[src/rtl/f1_race_ctrl.sv]
// f1_race_ctrl: sequencer wrapped around the F1 start-light FSM.
// It paces the light build-up from a divided tick, holds all lights on for a
// pseudo-random number of ticks, then triggers lights-out. After that it
// measures the driver's reaction time in clock cycles until stop arrives.
//
// Ports:
//   clk            system clock, rising edge
//   rst            asynchronous reset, active low
//   start          race start request, one-cycle pulse
//   stop           driver reaction button, one-cycle pulse
//   cmd_seq        light FSM: build-up in progress
//   cmd_delay      light FSM: all 8 lights on
//   light_en       light FSM enable
//   light_trigger  light FSM step trigger, one-cycle pulse
//   light_rst      light FSM reset, active high
//   busy           controller is not idle
//   rt_valid       one-cycle pulse, rt_value just updated
//   rt_value       last measured reaction time in clock cycles
//   jump_start     sticky flag: stop arrived before lights-out
//
// States:
//   state    | meaning
//   S_IDLE   | waiting for start
//   S_SEQ    | lights building up, one trigger per tick
//   S_DELAY  | all lights on, counting down the random delay
//   S_TIMING | lights out, counting reaction cycles
//   S_FAULT  | jump start: reset the light FSM for one cycle

module f1_race_ctrl #(
  parameter int TICK_DIV = 24,
  parameter int RT_W     = 16
) (
  input  logic            clk,
  input  logic            rst,
  input  logic            start,
  input  logic            stop,
  input  logic            cmd_seq,
  input  logic            cmd_delay,
  output logic            light_en,
  output logic            light_trigger,
  output logic            light_rst,
  output logic            busy,
  output logic            rt_valid,
  output logic [RT_W-1:0] rt_value,
  output logic            jump_start
);

  localparam int              TW        = $clog2(TICK_DIV);
  localparam logic [TW-1:0]   TICK_LAST = TW'(TICK_DIV - 1);
  localparam logic [RT_W-1:0] RT_MAX    = '1;

  typedef enum logic [2:0] {
    S_IDLE,
    S_SEQ,
    S_DELAY,
    S_TIMING,
    S_FAULT
  } state_t;

  state_t          state_q, state_d;
  logic [TW-1:0]   tick_q, tick_d;
  logic [6:0]      delay_q, delay_d;
  logic [RT_W-1:0] rt_cnt_q, rt_cnt_d;
  logic [6:0]      lfsr_q, lfsr_d;

  logic            light_en_q, light_en_d;
  logic            trig_q, trig_d;
  logic            light_rst_q, light_rst_d;
  logic            busy_q, busy_d;
  logic            rt_valid_q, rt_valid_d;
  logic [RT_W-1:0] rt_value_q, rt_value_d;
  logic            jump_q, jump_d;

  logic            tick_hit;

  always_comb begin
    state_d    = state_q;
    tick_d     = tick_q;
    delay_d    = delay_q;
    rt_cnt_d   = rt_cnt_q;
    rt_value_d = rt_value_q;
    jump_d     = jump_q;
    rt_valid_d = 1'b0;

    // x^7 + x^6 + 1, shift left with feedback into bit 0; all-zero is unreachable
    lfsr_d   = {lfsr_q[5:0], lfsr_q[6] ^ lfsr_q[5]};
    tick_hit = (tick_q == TICK_LAST);

    unique case (state_q)
      S_IDLE: begin
        if (start) begin
          state_d = S_SEQ;
          jump_d  = 1'b0;
        end
      end
      S_SEQ: begin
        if (stop) begin
          state_d = S_FAULT;
          jump_d  = 1'b1;
        end else if (cmd_delay && !cmd_seq && !trig_q) begin
          // both light-FSM flags agree the build-up is complete and no
          // step is still in flight
          state_d = S_DELAY;
          delay_d = lfsr_q;
        end
      end
      S_DELAY: begin
        if (stop) begin
          state_d = S_FAULT;
          jump_d  = 1'b1;
        end else if (trig_q) begin
          state_d  = S_TIMING;
          rt_cnt_d = '0;
        end else if (tick_hit) begin
          // delay_q is at least 2 here: the tick with delay_q==1 carries trig_q
          delay_d = delay_q - 7'd1;
        end
      end
      S_TIMING: begin
        if (stop) begin
          rt_value_d = rt_cnt_q;
          rt_valid_d = 1'b1;
          state_d    = S_IDLE;
        end else if (rt_cnt_q != RT_MAX) begin
          rt_cnt_d = rt_cnt_q + 1'b1;
        end
      end
      S_FAULT: begin
        state_d = S_IDLE;
      end
      default: begin
        state_d = S_IDLE;
      end
    endcase

    if (state_d != state_q) begin
      tick_d = '0;
    end else if (state_q == S_SEQ || state_q == S_DELAY) begin
      tick_d = tick_hit ? '0 : tick_q + 1'b1;
    end

    // Outputs are registered, so they are derived from the next state. The
    // trigger is high in the same cycle that tick_q sits at its last value.
    trig_d      = ((state_d == S_SEQ)   && (tick_d == TICK_LAST)) ||
                  ((state_d == S_DELAY) && (tick_d == TICK_LAST) && (delay_d == 7'd1));
    light_en_d  = (state_d == S_SEQ) || (state_d == S_DELAY);
    light_rst_d = (state_d == S_FAULT);
    busy_d      = (state_d != S_IDLE);
  end

  always_ff @(posedge clk or negedge rst) begin
    if (!rst) begin
      state_q     <= S_IDLE;
      tick_q      <= '0;
      delay_q     <= '0;
      rt_cnt_q    <= '0;
      lfsr_q      <= 7'h01;
      light_en_q  <= 1'b0;
      trig_q      <= 1'b0;
      light_rst_q <= 1'b1;
      busy_q      <= 1'b0;
      rt_valid_q  <= 1'b0;
      rt_value_q  <= '0;
      jump_q      <= 1'b0;
    end else begin
      state_q     <= state_d;
      tick_q      <= tick_d;
      delay_q     <= delay_d;
      rt_cnt_q    <= rt_cnt_d;
      lfsr_q      <= lfsr_d;
      light_en_q  <= light_en_d;
      trig_q      <= trig_d;
      light_rst_q <= light_rst_d;
      busy_q      <= busy_d;
      rt_valid_q  <= rt_valid_d;
      rt_value_q  <= rt_value_d;
      jump_q      <= jump_d;
    end
  end

  assign light_en      = light_en_q;
  assign light_trigger = trig_q;
  assign light_rst     = light_rst_q;
  assign busy          = busy_q;
  assign rt_valid      = rt_valid_q;
  assign rt_value      = rt_value_q;
  assign jump_start    = jump_q;

endmodule
[config.mk]
export PLATFORM = sky130hd
export DESIGN_NAME = f1_race_ctrl
export DESIGN_NICKNAME = d
export VERILOG_FILES = /design/src/rtl/f1_race_ctrl.sv
export SDC_FILE = /design/constraint.sdc
export NUM_CORES = 1
export LEC_CHECK = 0
export CORE_ASPECT_RATIO = 1.75
export CORE_MARGIN = 8
export CORE_UTILIZATION = 50
export CTS_CLUSTER_SIZE = 24
export DETAILED_ROUTE_END_ITERATION = 8
export PLACE_DENSITY = 0.74
export SLEW_MARGIN = 10
export SYNTH_ARGS = -nofsm -noshare
export SYNTH_HDL_FRONTEND = slang
export SYNTH_SLANG_ARGS = --single-unit
[constraint.sdc]
create_clock -name clk -period 2.05 [get_ports clk]
set_input_delay 0.5125 -clock clk [delete_from_list [all_inputs] [get_ports clk]]
set_output_delay 0.5125 -clock clk [all_outputs]
set_load 0.005 [all_outputs]
== After elaboration in Yosys (flattened, before gate mapping) ==
Index checks and enable logic that the tools add are counted.

* Bits in registers: 60
* Bits of input ports: 6
* Output and inout port bits: 22

* Add/subtract/negate cells: 3
* Equality and inequality tests: 17
* Mux-type cells: 26
* Bitwise operators: 1
* Reductions and logical operators: 18

{| class="wikitable"
|+ Operators by type and width
! cell !! number
|-
| two-way mux 16 bit || 4
|-
| two-way mux 7 bit || 5
|-
| case mux 16 bit (2 select lines) || 1
|-
| two-way mux 3 bit || 6
|-
| adder 16 x 1 -> 16 bit, second input constant || 1
|-
| != test 16 bit, second input constant || 1
|-
| two-way mux 5 bit || 3
|-
| case mux 7 bit (2 select lines) || 1
|-
| case mux 3 bit (4 select lines) || 1
|-
| == test 5 bit, second input constant || 2
|-
| != test 2 bit, second input constant || 5
|-
| == test 3 x 2 -> 1 bit, second input constant || 3
|-
| == test 7 x 1 -> 1 bit, second input constant || 1
|-
| subtractor 7 x 1 -> 7 bit, second input constant || 1
|-
| == test 3 x 1 -> 1 bit, second input constant || 2
|-
| adder 5 x 1 -> 5 bit, second input constant || 1
|-
| logical AND 1 bit || 5
|-
| AND reduction 5 bit || 1
|-
| two-way mux 1 bit || 4
|-
| nonzero test 2 bit || 2
|-
| == test 3 bit, second input constant || 1
|-
| zero test 3 bit || 1
|-
| logical OR 1 bit || 3
|-
| != test 3 bit || 1
|-
| 8 further kinds || 9
|}

== Depth between registers and ports, before layout ==
* Word-level depth: 12
* Mapped depth: 7
* Depth with buffers taken out: 7

== Worst setup path after synthesis ==
OpenSTA, ideal clock, no wires.

* Path type: register to register
* From: register trig_q (netlist: light_trigger)
* To: register trig_q (netlist: light_trigger)
* Arrival time: 2.214 ns
* Data required time: 1.974 ns
* Path slack: -0.240 ns
* Stages on the path, launching flop included: 8
* Clock period less this slack: 2.290 ns
* Path through: dfrtp_1 clkbuf_1 or4_1 nor3_1 xnor2_1 o221ai_1 or4b_1 o21ai_1

* Elaborated cells between the ends (all ways): 22

{| class="wikitable"
|+ RTL lines
! item !! line !! source
|-
| start: declaration || 67 || <nowiki>logic trig_q, trig_d;</nowiki>
|-
| start signal: assignment || 172 || <nowiki>trig_q <= trig_d;</nowiki>
|-
| zero test 1 bit || 100 || <nowiki>end else if (cmd_delay && !cmd_seq && !trig_q) begin</nowiki>
|-
| logical AND 1 bit || 100 ||
|-
| two-way mux 7 bit || 100 ||
|-
| two-way mux 7 bit || 97 || <nowiki>if (stop) begin</nowiki>
|-
| case mux 7 bit (2 select lines) (*) || 89 || <nowiki>unique case (state_q)</nowiki>
|-
| named net delay_d[5] || 62 || <nowiki>logic [6:0] delay_q, delay_d;</nowiki>
|-
| == test 7 x 1 -> 1 bit (*) || 145 || <nowiki>((state_d == S_DELAY) && (tick_d == TICK_LAST) && (delay_d == 7'd1));</nowiki>
|-
| logical AND 1 bit (*) || 145 ||
|-
| logical OR 1 bit (*) || 144 || <nowiki>trig_d = ((state_d == S_SEQ) && (tick_d == TICK_LAST)) ||</nowiki>
|-
| named net trig_d || 67 ||
|}

The timed path passes the listed nets; every way through them passes the cells marked *.
A chain may end at the register's enable or synchronous reset.

== Worst setup path after layout ==
* From: register delay_q[2]
* To: register trig_q (netlist: light_trigger)

* Cells in the longest elaborated chain, start to end: 8
* Elaborated cells between the ends (all ways): 10

{| class="wikitable"
|+ Ends and longest elaborated chain
! item !! line !! source
|-
| start: declaration || 62 ||
|-
| start signal: assignment || 168 || <nowiki>delay_q <= delay_d;</nowiki>
|-
| subtractor 7 x 1 -> 7 bit || 116 || <nowiki>delay_d = delay_q - 7'd1;</nowiki>
|-
| two-way mux 7 bit || 114 || <nowiki>end else if (tick_hit) begin</nowiki>
|-
| two-way mux 7 bit || 111 || <nowiki>end else if (trig_q) begin</nowiki>
|-
| two-way mux 7 bit || 108 || <nowiki>if (stop) begin</nowiki>
|-
| case mux 7 bit (2 select lines) || 89 ||
|-
| named net delay_d[6] || 62 ||
|-
| == test 7 x 1 -> 1 bit || 145 ||
|-
| logical AND 1 bit || 145 ||
|-
| logical OR 1 bit || 144 ||
|-
| named net trig_d || 67 ||
|}

The timed path passes the listed nets, and every way through them passes these cells.

==> results.json <==
{
  "antenna_left": 0,
  "clock-root-buffer": "clkbuf_8",
  "clk_pin_slew_ps": 70,
  "grt_max_degree": 61,
  "powerDensity_mw_per_mm2": 952,
  "arrival_ps": 2630,
  "worstMarginPinSlew_ps": 426,
  "avgRoutedWirePerCell_microns": 15.7,
  "cpMostUsedCell": "o21ai_2",
  "fin_hold_ws_ps": 155,
  "drt_iter0_drc": 271,
  "clock-sinks": 60,
  "clock_latency_ps": 350,
  "path_class": "reg -> reg",
  "synth_area_per_cell_sq_um": 9.42,
  "rr_endpoint": "light_trigger$_DFF_PN0_",
  "layout_commonest_cell": "nand2_1",
  "core_sq_mm": 0.00559,
  "drv_cap": 0,
  "io_buffers": 27,
  "grt_use_total_pct": 18.8,
  "start_kind": "flip-flop",
  "required_ps": 2340,
  "cp_slowest_cell": "or4b_4",
  "status": "finished, violations left",
  "fin_crit_sh_pct": 114,
  "initial_utilization_pct": 51.8,
  "violations": "negative setup slack",
  "slowest_delay_ps": 560,
  "num_io_pins": 28,
  "r2r_start": "delay_q[2]$_DFF_PN0_",
  "synth_edf_count": 0,
  "nets": 400,
  "grt.overflow.total": 0,
  "globalRouteMet1Util_pct": 18.4,
  "hp-class": "in -> async",
  "totalNegativeSetupSlack_ps": -289,
  "dp_hpwl_mm": 5.43,
  "final_cell_mix": "nand2_1, dfrtp_1, buf_4",
  "cts_max_level": 3,
  "drv_slew": 0,
  "fmax_mhz": 427,
  "ys_seq_elements": 60,
  "syn_area_sq_mm": 0.00289,
  "pre_cts_ws_ps": -693,
  "worstPathCellList": "or4b_4 -> or4_4 -> o21ai_2 -> o311ai_1 -> or4b_1 -> o21ai_2",
  "rows": 36,
  "dr.pass1.iters": 5,
  "busiest_layer": "met2",
  "area_growth_pct": 37.5,
  "setup_viol": 1,
  "hold_violations": 0,
  "dieArea_sq_mm": 0.00857,
  "cts_hold_buffers": 0,
  "die_w_microns": 73.5,
  "grt_pass1_vias": 2658,
  "routed_wirelength_mm": 7.39,
  "async_flop_share_pct": 100,
  "fin_crit_ps": 2340,
  "gp_congestion": 0.874,
  "synth_nets": 316,
  "rsz0062_at_grt": "true",
  "grt_util_met3_pct": 4.39,
  "grt_pass1_wl_mm": 12.2,
  "num_vias": 2573,
  "yosys_warnings": 0,
  "clk_path_buf_depth": 2,
  "crit_path_end_kind": "flip-flop",
  "vdd_ir_drop_max_mv": 0.652,
  "drc_errors": 0,
  "grt_antenna_before_repair": 0,
  "final_layout_size_suffix_gt1_share_pct": 25.5,
  "ys_types": 55,
  "rr_worst_depth": 6,
  "vias_per_cell": 5.45,
  "fin_area_sq_mm": 0.00398,
  "crit_path_max_fanout": 3,
  "num_antenna_cells": 0,
  "leakagePower_nw": 1.88,
  "cts_buffers": 9,
  "setup_slack_ps": -289,
  "yosysSeqAreaShare_pct": 52.0,
  "grtUsageMet2_pct": 33.7,
  "relSlewSlack_pct": 71.6,
  "cts_tree": "yes",
  "skew_ps": 4.42,
  "placed_area_sq_mm": 0.00364,
  "synthCells": 307,
  "reg2reg_slack_ps": -290,
  "synth_flop_cell": "dfrtp_1",
  "die_h_microns": 117
}
[cell usage after synthesis (all sizes together), types with 3 or more instances]
cell,instances,share of area [%]
or3,4,0.87
a31oi,3,0.65
o21ai,9,1.6
nor2,27,3.5
inv,5,0.65
nand4,4,0.87
and3,7,1.5
ha,3,1.3
xor2,10,3.0
a21oi,11,1.9
nand4b,3,0.91
nor2b,3,0.65
xnor2,7,2.1
nor3,8,1.4
clkbuf,8,1.0
nand2,73,9.5
dfrtp,58,50
nand3,14,2.4
nor3b,4,1.2
or4b,3,1.2
or4,4,1.0
[cell families after synthesis]
logic type	count (synthesis)	synth area share [%]
xor+xnor	17	5.15
mux	3	1.08
flops	60	52.0
simple gates	167	28.8
buf+inv	16	2.16
compound gates	41	9.52
fa+ha+maj	3	1.30
[timing repair]
action / CTS / global route
gates cloned: 0 / 0
resized for setup: 2 / 22
setup buffers: 1 / 2
hold endpoints to repair: 0 / 0
pin swaps: 4 / 12
endpoints found under the setup margin: 7 / 14
[worst max-delay path: cells and delay by family, from the launching register on]
| family | cells | cell delay [ps] |
|---|---|---|
| AND/OR/NAND/NOR | 3 | 1480 |
| flip-flops | 1 | 420 |
| AO/OA/AOI/OAI | 3 | 370 |
[power breakdown]
part | switching [mW] | internal, mW | total, mW
clock | 0.491 | 0.678 | 1.17
sequential | 0.106 | 1.33 | 1.44
combinational | 0.575 | 0.604 | 1.18
[area by class of cell]
cell class,instances,area [sq um]
Inverter,6,22.5
Sequential cell,60,1500
Tap cell,76,95.1
Fill cell,458,1610
Timing Repair Buffer,83,706
Clock buffer,9,124
Clock inverter,7,91.3
Multi-Input combinational cell,231,1430
[through the flow]
| stage | utilization, % | power, mW | cells |
|---|---|---|---|
| after floorplan | - | 1.96 | 307 |
| after global placement | 65.2 | 2.54 | 453 |
| after detailed placement | 65.2 | 2.54 | 453 |
| after CTS | 69.4 | 3.74 | 470 |
| after global routing | 71.2 | 3.97 | 472 |
| final | 71.2 | 3.78 | 472 |
[state kept, by name, summed over array words and instances, names as in the netlist]
name,count
lfsr_q,7
state_q,3
tick_q,5
rt_valid,1
light_rst,1
light_en,1
rt_value,16
jump_start,1
busy,1
light_trigger,1
rt_cnt_q,16
delay_q,7
[routing by layer]
| layer | up-vias | part of all wire [%] |
|---|---|---|
| met4 | 0 | 3.8 |
| met5 | - | 0 |
| li1 | 1242 | - |
| met1 | 1256 | 37 |
| met2 | 54 | 55 |
| met3 | 21 | 3.8 |
[worst max path at each step]
stage	endpoint	from	cells after the start	slack (ps)
global placement	light_trigger$_DFF_PN0_	stop	7	-640
detailed placement	light_trigger$_DFF_PN0_	stop	7	-690
global route	light_trigger$_DFF_PN0_	delay_q[2]$_DFF_PN0_	6	-360
CTS	light_trigger$_DFF_PN0_	delay_q[2]$_DFF_PN0_	6	-320
floorplan	light_trigger$_DFF_PN0_	state_q[0]$_DFF_PN0_	6	-150
finish	light_trigger$_DFF_PN0_	delay_q[2]$_DFF_PN0_	6	-290
Note: power is estimated with default switching activity, not from simulation.
